$ cat src/rtl/ram_stream_reader.sv
// Burst read sequencer: walks RAM read addresses and streams words out on valid/ready.
// Optional stall counter port enabled by RAM_STREAM_READER_STALL_CNT_EN.
module ram_stream_reader #(
    parameter int ADDR_WIDTH = 3,
    parameter int DATA_WIDTH = 8
) (
    input  logic                  clk,
    input  logic                  rst_n,
    input  logic                  start,
    input  logic [ADDR_WIDTH-1:0] start_addr,
    input  logic [ADDR_WIDTH:0]   length,
    output logic                  busy,
    output logic                  done,
    output logic [ADDR_WIDTH-1:0] r_addr,
    input  logic [DATA_WIDTH-1:0] r_data,
    output logic [DATA_WIDTH-1:0] m_data,
    output logic                  m_valid,
    input  logic                  m_ready,
    output logic                  m_last
`ifdef RAM_STREAM_READER_STALL_CNT_EN
    ,
    output logic [15:0]           stall_cnt
`endif
);

    typedef enum logic [1:0] {
        IDLE   = 2'd0,
        STREAM = 2'd1,
        DRAIN  = 2'd2
    } state_t;

    localparam logic [ADDR_WIDTH:0] LEN_ONE = 1;

    state_t                state_q, state_d;
    logic [ADDR_WIDTH-1:0] addr_q, addr_d;
    logic [ADDR_WIDTH:0]   rem_q, rem_d;
    logic [DATA_WIDTH-1:0] m_data_q, m_data_d;
    logic                  m_valid_q, m_valid_d;
    logic                  m_last_q, m_last_d;
    logic                  done_q, done_d;
    logic                  slot_free;

    assign slot_free = !m_valid_q || m_ready;

    always_comb begin
        state_d   = state_q;
        addr_d    = addr_q;
        rem_d     = rem_q;
        m_data_d  = m_data_q;
        m_valid_d = m_valid_q;
        m_last_d  = m_last_q;
        done_d    = 1'b0;
        unique case (state_q)
            IDLE: begin
                if (start) begin
                    if (length != '0) begin
                        addr_d  = start_addr;
                        rem_d   = length;
                        state_d = STREAM;
                    end else begin
                        done_d = 1'b1;
                    end
                end
            end
            STREAM: begin
                // Capture whenever the previous beat has left or never existed.
                if (slot_free) begin
                    m_data_d  = r_data;
                    m_valid_d = 1'b1;
                    m_last_d  = (rem_q == LEN_ONE);
                    addr_d    = addr_q + 1'b1;
                    rem_d     = rem_q - 1'b1;
                    if (rem_q == LEN_ONE) begin
                        state_d = DRAIN;
                    end
                end
            end
            DRAIN: begin
                if (m_valid_q && m_ready) begin
                    m_valid_d = 1'b0;
                    m_last_d  = 1'b0;
                    done_d    = 1'b1;
                    state_d   = IDLE;
                end
            end
            default: begin
                state_d = IDLE;
            end
        endcase
    end

    always_ff @(posedge clk or negedge rst_n) begin
        if (!rst_n) begin
            state_q   <= IDLE;
            addr_q    <= '0;
            rem_q     <= '0;
            m_data_q  <= '0;
            m_valid_q <= 1'b0;
            m_last_q  <= 1'b0;
            done_q    <= 1'b0;
        end else begin
            state_q   <= state_d;
            addr_q    <= addr_d;
            rem_q     <= rem_d;
            m_data_q  <= m_data_d;
            m_valid_q <= m_valid_d;
            m_last_q  <= m_last_d;
            done_q    <= done_d;
        end
    end

    assign busy    = (state_q != IDLE);
    assign done    = done_q;
    assign r_addr  = addr_q;
    assign m_data  = m_data_q;
    assign m_valid = m_valid_q;
    assign m_last  = m_last_q;

`ifdef RAM_STREAM_READER_STALL_CNT_EN
    logic [15:0] stall_q, stall_d;

    always_comb begin
        stall_d = stall_q;
        if (state_q == IDLE && start) begin
            stall_d = '0;
        end else if (m_valid_q && !m_ready && stall_q != 16'hFFFF) begin
            stall_d = stall_q + 16'd1;
        end
    end

    always_ff @(posedge clk or negedge rst_n) begin
        if (!rst_n) begin
            stall_q <= '0;
        end else begin
            stall_q <= stall_d;
        end
    end

    assign stall_cnt = stall_q;
`endif

endmodule
$ cat config.mk
export PLATFORM = sky130hd
export DESIGN_NAME = ram_stream_reader
export DESIGN_NICKNAME = d
export VERILOG_FILES = /design/src/rtl/ram_stream_reader.sv
export SDC_FILE = /design/constraint.sdc
export NUM_CORES = 1
export LEC_CHECK = 0
export ABC_AREA = 1
export CAP_MARGIN = 40
export CORE_MARGIN = 5
export CORE_UTILIZATION = 45
export CTS_CLUSTER_SIZE = 24
export DETAILED_ROUTE_END_ITERATION = 6
export PLACE_DENSITY = 0.76
export SYNTH_ARGS = -nofsm -noshare
export SYNTH_HDL_FRONTEND = slang
export SYNTH_SLANG_ARGS = --single-unit
$ cat constraint.sdc
create_clock -name clk -period 3.55 [get_ports clk]
set_clock_uncertainty 0.2 [all_clocks]
set_input_delay 1.065 -clock clk [delete_from_list [all_inputs] [get_ports clk]]
set_output_delay 1.065 -clock clk [all_outputs]
set_load 0.02 [all_outputs]
==> results of run 1 <==
how the worst max path moves through the flow:
stage                                start  cells past startpoint                    to
floorplan                        length[1]                      6  rem_q[1]$_DFFE_PN0P_
global placement                   m_ready                      9  rem_q[1]$_DFFE_PN0P_
detailed placement                 m_ready                      9  rem_q[0]$_DFFE_PN0P_
CTS                 state_q[1]$_DFFE_PN0P_                      3                  busy
global route        state_q[1]$_DFFE_PN0P_                      3                  busy
finish              state_q[1]$_DFFE_PN0P_                      3                  busy
routing by layer:
metal	wire (um)	part of all wire [%]
met5	0	0
met4	70	3.1
met3	157	7.0
met2	1020	46
met1	990	44
cells by family after synthesis:
group	synth area share, %
buffers and inverters	5.89
XOR/XNOR	0.859
adder cells (fa/ha/maj)	3.68
flip-flops	49.1
AND/OR/NAND/NOR	35.7
AO/OA/AOI/OAI	4.79
metrics by stage:
step	total power [mW]	cells	hold WS, ns	setup slack (ns)	utilization [%]
global route	1.30	196	0.341	0.657	65.1
detailed placement	1.07	192	0.268	0.917	63.4
global placement	1.06	191	0.274	0.976	62.8
finish	1.19	196	0.293	0.707	65.1
floorplan	0.823	132	0.271	1.61	-
CTS	1.21	196	0.303	0.713	65.1
where the power goes:
| part | total (mW) | internal (mW) | switching [mW] |
|---|---|---|---|
| sequential | 0.399 | 0.329 | 0.0693 |
| clock | 0.129 | 0.0625 | 0.0669 |
| combinational | 0.667 | 0.283 | 0.384 |
cell type report:
type / instances / area (um2) / area share, %
inverter: 12 / 50.0 / 3.51
multi-input combinational: 98 / 459 / 32.2
clock buffer: 4 / 36.3 / 2.54
tap: 28 / 35.0 / 2.46
sequential: 20 / 500 / 35.1
timing repair buffer: 34 / 345 / 24.2
state kept, by name, summed over array words and instances, names as in the netlist:
register / count
m_data: 8
rem_q: 4
r_addr: 3
state_q: 2
done: 1
m_last: 1
m_valid: 1
cell usage in the layout (no fill, tap or decap), drive strengths merged:
cell,instances
clkbuf,4
buf,1
inv,11
dfrtp,20
ha,3
nand2,65
nand4,5
o21ai,9
nand3,8
or2,2
clkinv,1
clkdlybuf4s50,33
nor2,5
xnor2,1
worst max-delay path, delay by kind of cell, from the launching register on:
kind                   cells  cell delay [ns]
buffers and inverters      2             0.72
DFF                        1             0.46
and+or+nand+nor            1             0.11
==> flow_summary.toml, run 1 <==
[outcome]
status = "completed"

[die]
start_util_pct = 46.5
die_area_um2 = 3320
rows = 17
design.core.area_um2 = 2190
io_pins = 34
die_x_um = 57.6
fp.dieH_um = 57.6

[run]
max_cap_violations = 0

[detailed_routing]
drtIter0Drc = 43
vias = 941
totalWireLength_um = 2240
via_per_inst = 4.80
ant_nets = 0
first_pass_iters = 4
drc = 0
wl_per_cell_um = 11.4

[sta]
final_hold_viol_count = 0
max_freq_ghz = 0.352
setup_viol = 0
fin_crit_ns = 2.84
setup-tns-final_ns = 0
worstMarginPinSlew_ns = 0.322
finalCritPeriodShare_pct = 80.1
rsz0062_at_grt = "no"
slew_headroom_pct = 78.5
drv_slew = 0

[layout]
diodes = 0
nets = 191
post-route-cell-area_um2 = 1430
fill_cells = 198
area_delta_synth_final_pct = 39.9
drive_gt1_share_pct = 7.74

[critical_path]
cpMaxStageDelayCell = "clkdlybuf4s50_1"
r2r_slack_ns = 1.96
cp.arrival_ns = 1.58
regToRegStartpoint = "state_q[0]$_DFFE_PN0P_"
reg2reg_to = "rem_q[0]$_DFFE_PN0P_"
end_kind = "primary output"
critPathKind = "register to primary output"
cp-start-kind = "register"
cp_max_fo = 5
critPathMaxStageDelay_ns = 0.63
worstPathRequired_ns = 2.28
r2r_cells = 8
worstPathCellList = "inv_1 -> nand2_1 -> clkdlybuf4s50_1"

[global_routing]
grt_start_max_net_pins = 16
globalRouteMet3Util_pct = 3.17
met1_usage_pct = 18.5
grt_pass1_wl_um = 3790
grt_pass1_vias = 904
antenna_found_initial = 0
grt_overflow = 0
grt_busiest_layer = "met2"
use_met2_pct = 22.6
grt_usage_pct = 14.5

[synth]
synth_top_area_cell = "dfrtp_1"
yosysUniqueCellTypes = 17
ys_seq_area_share_pct = 49.1
avgSynthCellArea_um2 = 7.73
synth_top_cells_by_count = "63 x nand2_1, 20 x dfrtp_1, 10 x inv_1"
syn_nets = 154
synth_ff_type = "dfrtp_1"
synth_top_area_share_pct = 49.1
syn_inst = 132
synth_edf_count = 0
async_reset_ff_share_pct = 100
yosysMostFrequentCell = "nand2_1"
synthesis.area_um2 = 1020
ys_ff_latch = 20
synthTopCellsByArea = "dfrtp_1 49%, nand2_1 23%, nand3_1 3.9%"
yosysWarningCount = 0

[min_path]
hold-path-cell-count = 2
worstHoldStart = "m_data[0]$_DFFE_PN0P_"
hold_path.class = "register to register"
min_to = "m_data[0]$_DFFE_PN0P_"

[power]
p_leak_nw = 0.731
power-per-cell-area_nw_per_um2 = 838
ir_drop_uv = 487

[placed_design]
gp_congestion = 0.776
io_buffers = 33
post_dp_cell_area_um2 = 1390
dpl.hpwl_um = 1800

[clock_network]
postCtsHoldBufs = 0
clk_pin_slew_ns = 0.11
cts_setup_buffers = 0
cts_max_path_buffers = 2
clk_latency_ns = 0.29
cts-root-buf = "clkbuf_4"
htree_levels = 1
cts_tree = "done"
cts-resized-gates = 0
cts_sinks = 20
cts_buffers = 3
No activity file was read; power rests on OpenSTA's default activity.
==> run 2, diff against run 1 <==
--- a/config.mk
+++ b/config.mk
@@ -8,10 +8,10 @@
 export ABC_AREA = 1
 export CAP_MARGIN = 40
 export CORE_MARGIN = 5
-export CORE_UTILIZATION = 45
+export CORE_UTILIZATION = 44
 export CTS_CLUSTER_SIZE = 24
 export DETAILED_ROUTE_END_ITERATION = 6
-export PLACE_DENSITY = 0.76
+export PLACE_DENSITY = 0.74
 export SYNTH_ARGS = -nofsm -noshare
 export SYNTH_HDL_FRONTEND = slang
 export SYNTH_SLANG_ARGS = --single-unit
==> constraint.sdc (replaced) <==
create_clock -name clk -period 3 [get_ports clk]
set_clock_uncertainty 0.2 [all_clocks]
set_input_delay 0.9 -clock clk [delete_from_list [all_inputs] [get_ports clk]]
set_output_delay 0.9 -clock clk [all_outputs]
set_load 0.02 [all_outputs]
==> flow_summary.toml, run 2 (synthesis gave the netlist of run 1 again) <==
[layout]
nets = 191
final_common_cell = "nand2_1"
multiInputGateArea_um2 = 459
area_delta_synth_final_pct = 39.1
largest_register_ffs = 8
seq_area_um2 = 500
fill_cells = 202
diodes = 0
final_cell_mix = "63 x nand2_1, 33 x clkdlybuf4s50_1, 20 x dfrtp_1"
drive_gt1_share_pct = 7.74
fin_cells = 196

[critical_path]
cp_max_fo = 5
cpMaxStageDelayCell = "clkdlybuf4s50_1"
critPathMaxStageDelay_ns = 0.61
critPathTopFamily = "buffers and inverters"
critPathKind = "register to primary output"
cp_num_buf_inv = 2
cp.arrival_ns = 1.57
cp-start-kind = "register"
worstPathCellList = "inv_1 -> nand2_1 -> clkdlybuf4s50_1"
worstPathRequired_ns = 1.90
end_kind = "primary output"

[clock_network]
cts_tree = "done"
cts_buffers = 3
clk_pin_slew_ns = 0.11
cts_max_path_buffers = 2
clk_latency_ns = 0.30
cts_sinks = 20
cts-resized-gates = 0
cts-root-buf = "clkbuf_4"
cts_setup_buffers = 0
postCtsHoldBufs = 0
htree_levels = 1

[detailed_routing]
via_per_inst = 4.81
vias = 943
totalWireLength_um = 2380
wl_per_cell_um = 12.1
first_pass_iters = 4
ant_nets = 0
drc = 0
drtIter0Drc = 17

[sta]
setup-tns-final_ns = 0
finalCritPeriodShare_pct = 88.9
setup_viol = 0
rsz0062_at_grt = "no"
fin_crit_ns = 2.67
slew_headroom_pct = 78.7
final_hold_viol_count = 0
worstMarginPinSlew_ns = 0.318
max_freq_ghz = 0.375
drv_slew = 0

[min_path]
hold_path.class = "register to register"

[placed_design]
io_buffers = 33
dp_cells = 192
dpl.hpwl_um = 1810
gp_congestion = 0.839

[die]
die_area_um2 = 3380
fp.dieH_um = 58.1
rows = 17
design.core.area_um2 = 2210
die_x_um = 58.1
start_util_pct = 46.1
io_pins = 34

[global_routing]
grt_pass1_vias = 966
grt_pass1_wl_um = 4260
antenna_found_initial = 0
grt_start_max_net_pins = 21
grt_overflow = 0
grt_usage_pct = 16.0

[run]
max_cap_violations = 0

[power]
ir_drop_uv = 620
power-per-cell-area_nw_per_um2 = 1000
p_leak_nw = 0.729

[outcome]
status = "completed"
==> run 2: cell counts in the layout (fill, tap and decap cells not counted) <==
Identical to the previous run, type by type.
==> run 2: power breakdown <==
group,internal (mW),switching [mW]
Clock,0.0739,0.0838
Sequential,0.389,0.0861
Combinational,0.334,0.457
Total,0.798,0.627
==> run 2: path summary, 6_finish.rpt <==
| kind | start | endpoint | slack [ns] | cells past startpoint |
|---|---|---|---|---|
| max | state_q[1]$_DFFE_PN0P_ | busy | 0.33 | 3 |
| min | m_data[1]$_DFFE_PN0P_ | m_data[1]$_DFFE_PN0P_ | 0.30 | 2 |
| max reg2reg | state_q[0]$_DFFE_PN0P_ | rem_q[0]$_DFFE_PN0P_ | 1.39 | 8 |
| min reg2reg | m_data[1]$_DFFE_PN0P_ | m_data[1]$_DFFE_PN0P_ | 0.30 | 2 |
| max in group asynchronous | rst_n | rem_q[3]$_DFFE_PN0P_ | 1.66 | 2 |
| min in group asynchronous | rst_n | r_addr[0]$_DFFE_PN0P_ | 0.73 | 2 |
==> run 2: worst reg2reg max path: cells and delay by family (launching register included) <==
kind / cells / cell delay, ns
flip-flops: 1 / 0.44
AND/OR/NAND/NOR: 4 / 0.45
buffers and inverters: 2 / 0.23
AO/OA/AOI/OAI: 2 / 0.19
==> run 2: metal layers <==
layer  part of all wire [%]  vias up  track usage (%)
met5                      0        -                0
met4                   0.46        0             5.63
met3                    6.6        2             3.79
met2                     47       31             24.5
met1                     46      424             22.1
li1                       -      486                -
==> run 2: metrics by stage <==
step | hold WS [ns] | utilization [%] | area (um2) | power (mW) | setup WS (ns)
2_1_floorplan | 0.271 | - | 1020 | 0.973 | 1.23
3_3_place_gp | 0.269 | 62.5 | 1380 | 1.25 | 0.584
3_5_place_dp | 0.271 | 62.5 | 1380 | 1.27 | 0.527
4_1_cts | 0.303 | 64.1 | 1420 | 1.43 | 0.324
5_1_grt | 0.336 | 64.1 | 1420 | 1.56 | 0.284
6_report | 0.299 | 64.1 | 1420 | 1.42 | 0.332
==> run 2: final cells by class <==
cell class | count | share of cell area [%]
clock buffer | 4 | 2.56
timing repair buffer | 34 | 23.8
multi-input combinational | 98 | 32.4
tap | 28 | 2.47
inverter | 12 | 3.53
sequential | 20 | 35.3
